`config.mk`:
```
export PLATFORM = sky130hd
export DESIGN_NAME = calc_arbiter_flat
export DESIGN_NICKNAME = d
export VERILOG_FILES = /design/src/rtl/calc_pkg.sv /design/src/rtl/calc_arbiter_if.sv /design/src/rtl/calc_rr_grant.sv /design/src/rtl/calc_arbiter.sv /design/src/flat_wrapper.sv
export SDC_FILE = /design/constraint.sdc
export NUM_CORES = 1
export LEC_CHECK = 0
export CAP_MARGIN = 10
export CORE_MARGIN = 8
export CORE_UTILIZATION = 48
export CTS_BUF_LIST = sky130_fd_sc_hd__clkbuf_2 sky130_fd_sc_hd__clkbuf_4 sky130_fd_sc_hd__clkbuf_8
export DETAILED_ROUTE_END_ITERATION = 7
export GPL_TIMING_DRIVEN = 0
export PLACE_DENSITY_LB_ADDON = 0.15
export SLEW_MARGIN = 10
export SYNTH_ARGS = -nofsm -noshare
export SYNTH_HDL_FRONTEND = slang
export SYNTH_SLANG_ARGS = --single-unit
```
`constraint.sdc`:
```
create_clock -name clk -period 2.5 [get_ports clk]
set_input_delay 0.5 -clock clk [delete_from_list [all_inputs] [get_ports clk]]
set_output_delay 0.5 -clock clk [all_outputs]
set_load 0.03 [all_outputs]
```
`src/rtl/calc_pkg.sv`:
```
// Shared widths, opcodes, FSM states and requester ID type for the
// two-requester calculator arbiter.
package calc_pkg;

    localparam int OPW  = 4;
    localparam int OUTW = 2 * OPW;

    localparam logic [2:0] OP_000     = 3'b000;
    localparam logic [2:0] OP_001     = 3'b001;
    localparam logic [2:0] OP_010     = 3'b010;
    localparam logic [2:0] OP_011     = 3'b011;
    localparam logic [2:0] OP_100     = 3'b100;
    localparam logic [2:0] OP_101     = 3'b101;
    localparam logic [2:0] OP_111     = 3'b111;
    localparam logic [2:0] ILLEGAL_OP = 3'b110;

    typedef enum logic [1:0] {
        IDLE = 2'd0,
        CALC = 2'd1,
        RESP = 2'd2
    } state_t;

    typedef logic req_id_t;

    function automatic logic is_illegal(input logic [2:0] op);
        return op == ILLEGAL_OP;
    endfunction

endpackage

```
`src/rtl/calc_arbiter_if.sv`:
```
// Request, response and calculator-side signals of the arbiter. The slave
// modport is the arbiter's view; master is the clients plus calculator.
interface calc_arbiter_if;
    import calc_pkg::*;

    logic            req0_valid;
    logic            req0_ready;
    logic [OPW-1:0]  req0_a;
    logic [OPW-1:0]  req0_b;
    logic [2:0]      req0_oper;

    logic            req1_valid;
    logic            req1_ready;
    logic [OPW-1:0]  req1_a;
    logic [OPW-1:0]  req1_b;
    logic [2:0]      req1_oper;

    logic            resp0_valid;
    logic            resp0_ready;
    logic [OUTW-1:0] resp0_out;
    logic            resp0_err;

    logic            resp1_valid;
    logic            resp1_ready;
    logic [OUTW-1:0] resp1_out;
    logic            resp1_err;

    logic [OPW-1:0]  calc_a;
    logic [OPW-1:0]  calc_b;
    logic [2:0]      calc_oper;
    logic [OUTW-1:0] calc_out;

    logic            busy;

    modport slave (
        input  req0_valid, req0_a, req0_b, req0_oper,
        output req0_ready,
        input  req1_valid, req1_a, req1_b, req1_oper,
        output req1_ready,
        output resp0_valid, resp0_out, resp0_err,
        input  resp0_ready,
        output resp1_valid, resp1_out, resp1_err,
        input  resp1_ready,
        output calc_a, calc_b, calc_oper,
        input  calc_out,
        output busy
    );

    modport master (
        output req0_valid, req0_a, req0_b, req0_oper,
        input  req0_ready,
        output req1_valid, req1_a, req1_b, req1_oper,
        input  req1_ready,
        input  resp0_valid, resp0_out, resp0_err,
        output resp0_ready,
        input  resp1_valid, resp1_out, resp1_err,
        output resp1_ready,
        input  calc_a, calc_b, calc_oper,
        output calc_out,
        input  busy
    );

endinterface

```
`src/rtl/calc_rr_grant.sv`:
```
// Two-way round-robin grant: a lone requester always wins, a tie goes to
// the requester named by the priority pointer.
module calc_rr_grant
    import calc_pkg::*;
(
    input  logic [1:0] valid,
    input  req_id_t    ptr,
    output logic [1:0] grant
);

    always_comb begin
        grant = 2'b00;
        case (valid)
            2'b01:   grant = 2'b01;
            2'b10:   grant = 2'b10;
            2'b11:   grant = ptr ? 2'b10 : 2'b01;
            default: grant = 2'b00;
        endcase
    end

endmodule

```
`src/rtl/calc_arbiter.sv`:
```
// Round-robin sharing of one external combinational calculator between two
// valid/ready requesters, with one registered response per operation.
module calc_arbiter
    import calc_pkg::*;
(
    input  logic          clk,
    input  logic          rst,
    calc_arbiter_if.slave bus
);

    state_t          state_reg;
    req_id_t         ptr_reg;
    req_id_t         owner_reg;
    logic [OPW-1:0]  calc_a_reg;
    logic [OPW-1:0]  calc_b_reg;
    logic [2:0]      calc_oper_reg;
    logic [1:0]      resp_valid_reg;
    logic [1:0]      resp_err_reg;
    logic [OUTW-1:0] resp_out_reg [2];

    logic [1:0]      req_valid;
    logic [1:0]      resp_ready;
    logic [1:0]      grant;
    logic [1:0]      ready_int;
    logic [OPW-1:0]  a_in;
    logic [OPW-1:0]  b_in;
    logic [2:0]      oper_in;

    assign req_valid  = {bus.req1_valid,  bus.req0_valid};
    assign resp_ready = {bus.resp1_ready, bus.resp0_ready};

    calc_rr_grant u_grant (
        .valid (req_valid),
        .ptr   (ptr_reg),
        .grant (grant)
    );

    // Gated with rst so a request can never complete a handshake while the
    // block is being reset.
    assign ready_int = (state_reg == IDLE && !rst) ? grant : 2'b00;

    assign a_in    = grant[1] ? bus.req1_a    : bus.req0_a;
    assign b_in    = grant[1] ? bus.req1_b    : bus.req0_b;
    assign oper_in = grant[1] ? bus.req1_oper : bus.req0_oper;

    always_ff @(posedge clk) begin
        if (rst) begin
            state_reg       <= IDLE;
            ptr_reg         <= 1'b0;
            owner_reg       <= 1'b0;
            calc_a_reg      <= '0;
            calc_b_reg      <= '0;
            calc_oper_reg   <= '0;
            resp_valid_reg  <= 2'b00;
            resp_err_reg    <= 2'b00;
            resp_out_reg[0] <= '0;
            resp_out_reg[1] <= '0;
        end else begin
            case (state_reg)
                IDLE: begin
                    if (|ready_int) begin
                        owner_reg     <= grant[1];
                        calc_a_reg    <= a_in;
                        calc_b_reg    <= b_in;
                        calc_oper_reg <= oper_in;
                        state_reg     <= CALC;
                    end
                end
                CALC: begin
                    // The illegal opcode never trusts whatever the calculator returns.
                    if (is_illegal(calc_oper_reg)) begin
                        resp_out_reg[owner_reg] <= '0;
                        resp_err_reg[owner_reg] <= 1'b1;
                    end else begin
                        resp_out_reg[owner_reg] <= bus.calc_out;
                        resp_err_reg[owner_reg] <= 1'b0;
                    end
                    resp_valid_reg[owner_reg] <= 1'b1;
                    state_reg                 <= RESP;
                end
                RESP: begin
                    if (resp_ready[owner_reg]) begin
                        resp_valid_reg[owner_reg] <= 1'b0;
                        ptr_reg                   <= ~owner_reg;
                        state_reg                 <= IDLE;
                    end
                end
                default: state_reg <= IDLE;
            endcase
        end
    end

    assign bus.req0_ready  = ready_int[0];
    assign bus.req1_ready  = ready_int[1];
    assign bus.resp0_valid = resp_valid_reg[0];
    assign bus.resp1_valid = resp_valid_reg[1];
    assign bus.resp0_out   = resp_out_reg[0];
    assign bus.resp1_out   = resp_out_reg[1];
    assign bus.resp0_err   = resp_err_reg[0];
    assign bus.resp1_err   = resp_err_reg[1];
    assign bus.calc_a      = calc_a_reg;
    assign bus.calc_b      = calc_b_reg;
    assign bus.calc_oper   = calc_oper_reg;
    assign bus.busy        = (state_reg != IDLE);

endmodule

```
`src/flat_wrapper.sv`:
```
// flat-port wrapper written by rule: the top's interface ports become plain ports
module calc_arbiter_flat import calc_pkg::*;
  (clk, rst, bus_req0_valid, bus_req0_a, bus_req0_b, bus_req0_oper, bus_req0_ready, bus_req1_valid, bus_req1_a, bus_req1_b, bus_req1_oper, bus_req1_ready, bus_resp0_valid, bus_resp0_out, bus_resp0_err, bus_resp0_ready, bus_resp1_valid, bus_resp1_out, bus_resp1_err, bus_resp1_ready, bus_calc_a, bus_calc_b, bus_calc_oper, bus_calc_out, bus_busy);
  calc_arbiter_if bus_i ();
  input  logic clk;
  input  logic rst;
  input wire logic [$bits(bus_i.req0_valid)-1:0] bus_req0_valid;
  input wire logic [$bits(bus_i.req0_a)-1:0] bus_req0_a;
  input wire logic [$bits(bus_i.req0_b)-1:0] bus_req0_b;
  input wire logic [$bits(bus_i.req0_oper)-1:0] bus_req0_oper;
  output wire logic [$bits(bus_i.req0_ready)-1:0] bus_req0_ready;
  input wire logic [$bits(bus_i.req1_valid)-1:0] bus_req1_valid;
  input wire logic [$bits(bus_i.req1_a)-1:0] bus_req1_a;
  input wire logic [$bits(bus_i.req1_b)-1:0] bus_req1_b;
  input wire logic [$bits(bus_i.req1_oper)-1:0] bus_req1_oper;
  output wire logic [$bits(bus_i.req1_ready)-1:0] bus_req1_ready;
  output wire logic [$bits(bus_i.resp0_valid)-1:0] bus_resp0_valid;
  output wire logic [$bits(bus_i.resp0_out)-1:0] bus_resp0_out;
  output wire logic [$bits(bus_i.resp0_err)-1:0] bus_resp0_err;
  input wire logic [$bits(bus_i.resp0_ready)-1:0] bus_resp0_ready;
  output wire logic [$bits(bus_i.resp1_valid)-1:0] bus_resp1_valid;
  output wire logic [$bits(bus_i.resp1_out)-1:0] bus_resp1_out;
  output wire logic [$bits(bus_i.resp1_err)-1:0] bus_resp1_err;
  input wire logic [$bits(bus_i.resp1_ready)-1:0] bus_resp1_ready;
  output wire logic [$bits(bus_i.calc_a)-1:0] bus_calc_a;
  output wire logic [$bits(bus_i.calc_b)-1:0] bus_calc_b;
  output wire logic [$bits(bus_i.calc_oper)-1:0] bus_calc_oper;
  input wire logic [$bits(bus_i.calc_out)-1:0] bus_calc_out;
  output wire logic [$bits(bus_i.busy)-1:0] bus_busy;
  assign bus_i.req0_valid = bus_req0_valid;
  assign bus_i.req0_a = bus_req0_a;
  assign bus_i.req0_b = bus_req0_b;
  assign bus_i.req0_oper = bus_req0_oper;
  assign bus_req0_ready = bus_i.req0_ready;
  assign bus_i.req1_valid = bus_req1_valid;
  assign bus_i.req1_a = bus_req1_a;
  assign bus_i.req1_b = bus_req1_b;
  assign bus_i.req1_oper = bus_req1_oper;
  assign bus_req1_ready = bus_i.req1_ready;
  assign bus_resp0_valid = bus_i.resp0_valid;
  assign bus_resp0_out = bus_i.resp0_out;
  assign bus_resp0_err = bus_i.resp0_err;
  assign bus_i.resp0_ready = bus_resp0_ready;
  assign bus_resp1_valid = bus_i.resp1_valid;
  assign bus_resp1_out = bus_i.resp1_out;
  assign bus_resp1_err = bus_i.resp1_err;
  assign bus_i.resp1_ready = bus_resp1_ready;
  assign bus_calc_a = bus_i.calc_a;
  assign bus_calc_b = bus_i.calc_b;
  assign bus_calc_oper = bus_i.calc_oper;
  assign bus_i.calc_out = bus_calc_out;
  assign bus_busy = bus_i.busy;
  calc_arbiter u_core (.clk(clk), .rst(rst), .bus(bus_i));
endmodule
```
==> impl_results.md <==
- Relative max-transition margin: 65.5%
- Detailed-route via count: 1403
- DIE HEIGHT: 75.7 um
- Worst slew pin tran: 0.517 ns
- Asr flop ratio synth: 0%
- Clock Power Share: 20.4%
- Mapped Nets: 182
- Fin crit period: 2.40 ns
- Peak Freq: 417 MHz
- Clk_skew: 0.0111 ns
- Reg clk slew, reported paths: 0.10 ns
- Seq/Total Area, Yosys: 50.4%
- Most instantiated cells after synthesis: 19 x dfxtp_1, 16 x a21oi_1, 16 x and2_1, 16 x edfxtp_1, 12 x nor3_1
- Root buffer cell: clkbuf_4
- Largest net degree at the start of global routing: 11
- Final hold vios: 0
- Clock buffer count from CTS: 5
- Number of buffers inserted by post-CTS setup repair: 0
- Post-DP HPWL: 3.39 mm
- Final WL: 4.35 mm
- Max Cap Viol: 0
- Vias in the first global route: 1447
- WHS: 0.495 ns
- Power Dens Cells: 566 nW/um^2
- Worst skew pair latency: 0.34 ns
- Layout area overhead: 45.4%
- Final worst path period share: 96.0%
- WL per Instance: 16.3 um
- Register share of total power: 47.8%
- CP Capture Type: primary output
- Max Slew Vio Count: 0
- CP Data Arrival Time: 1.90 ns
- Crit path setup slack, layout: 0.100 ns
- Die area: 5730 sq um
- Input/output buffers: 68
- Switching power total: 451 uW
- Residual DRC: 0
- Hold Buf Count CTS: 0
- Non-filler instance count after layout: 267
- I/O pins: 70
- Max FO, Critical Path: 10
- CP Class: reg -> out
- H-tree Lvls: 2
- EDFF count, synth: 16
- CP Launch Type: register
- CTS sink cnt: 35
- Register area: 861 sq um
- Tot GR Track Use: 16.1%
- Share of cells above drive strength 1: 15.4%
- Starting density of the core: 50.4%
- Core Box Area: 3390 sq um
- Synth top area share: 28.1%
- # diodes: 0
- Multi-input gate area: 728 sq um
- Synth area leaders: edfxtp_1 28%, dfxtp_1 22%, and2_1 5.9%
- Fill cells: 239
- DP Area: 2450 sq um
- Outcome: completed
- Cells after DPL: 260
- Cells after synthesis: 146
- Synth unique cells: 37
- Post-Syn Area: 1710 sq um
- DRT Pass-1 Iters: 4
- Post-Place Worst Slack: -0.425 ns
- Post-route cell area: 2480 sq um
- CTS tree: built
- Row count: 21
- Switching part of the total: 32.1%
- Main synth FF type: dfxtp_1
- Max clock buf depth: 2
- RSZ-0062 raised after global routing: false
- Final TNS setup: 0 ns
- Initial antenna violation count: 0
- Post-synthesis register bit count: 35
- Nets: 257
- Yosys top cell by area: edfxtp_1
- GRT overflow: 0
- First-pass GRT wire length: 6.84 mm
- Final Wtd Congestion: 0.754
- Internal: 955 uW
- Most numerous cell in the Yosys netlist: dfxtp_1
- Avg Inst Size Synth: 11.7 sq um
- Crit path required time: 2.00 ns
- Count of final setup violators: 0
- Leakage: 0.886 nW
- Initial DRC count: 53
- Hold Crit Class: reg -> reg
- VDD IR max: 0.268 mV
- Die width: 75.7 um
- Antenna viol nets, final: 0
- Yosys Warn Count: 0
- Vias per inst: 5.25
- Combinational cell fraction of total power: 31.8%
cell type report:
| cell class | count | area share, % |
|---|---|---|
| clock buffer | 5 | 1.51 |
| sequential | 35 | 34.6 |
| tap | 46 | 2.32 |
| clock inverter | 2 | 0.352 |
| inverter | 3 | 0.655 |
| buffer | 12 | 4.23 |
| multi-input combinational | 96 | 29.3 |
| timing repair buffer | 68 | 27.0 |
path summary, 6_finish.rpt:
kind | from | endpoint | slack (ns) | cells after the start
max | u_core.state_reg[1]$_SDFFE_PP0P_ | bus_busy | 0.1 | 4
min | register | register | 0.50 | 2
max reg2reg | u_core.owner_reg$_SDFFE_PP0P_ | u_core.resp_out_reg[1][0]$_SDFFCE_PN0P_ | 1.09 | 4
min reg2reg | register | register | 0.50 | 2
stage by stage:
stage / total power, mW / util (%)
2_1_floorplan: 0.950 / -
3_3_place_gp: 1.13 / 72.2
3_5_place_dp: 1.14 / 72.2
4_1_cts: 1.42 / 73.6
5_1_grt: 1.47 / 73.3
6_report: 1.41 / 73.3
per-layer routing:
layer  GRT usage (%)  vias up  part of all wire [%]
met5               0        -                     0
met4            7.04        0                   1.5
met3            6.45        7                    10
met2            27.8       56                    49
met1            16.8      646                    39
li1                -      694                     -
cells in the final DEF (no fill, tap or decap), types with 2 or more instances in the layout:
cell type / instances
nor4b_2: 4
or2_2: 2
clkdlybuf4s50_1: 66
clkbuf_2: 2
buf_2: 2
nor2_1: 2
and2_1: 16
nand3b_1: 3
buf_6: 4
buf_4: 2
nor4b_4: 2
mux2i_1: 2
inv_1: 2
nor3b_1: 2
nor4_2: 2
edfxtp_1: 16
nor4_4: 2
and2b_1: 2
clkbuf_4: 6
dfxtp_1: 19
nor4_1: 9
a211oi_1: 2
nor3_1: 12
a21oi_1: 16
nand2_1: 2
clkbuf_1: 2
nor4b_1: 6
power by group through the flow:
stage	combinational (mW)	sequential, mW	clock (mW)
after floorplan	0.182	0.768	0
after global placement	0.445	0.682	0
after detailed placement	0.451	0.685	0
after CTS	0.452	0.672	0.293
after global routing	0.478	0.678	0.317
final	0.447	0.672	0.287
cell families after synthesis:
family,share of synthesized area (%)
AOI/OAI and AO/OA,8.42
DFF,50.4
buffers and inverters,7.03
and+or+nand+nor,33.0
muxes,1.17
critical path, stage by stage (launching register included):
cell	delay, ns
dfxtp_1	0.51
nor2_4	0.12
inv_6	0.11
buf_6	0.15
clkdlybuf4s50_1	0.68
timing repair:
item | 4_1_cts | 5_1_grt
gates resized for setup | 7 | 4
pin swaps | 0 | 0
endpoints found under the setup margin | 2 | 2
cloned | 0 | 0
Note: power is estimated with default switching activity, not from simulation.
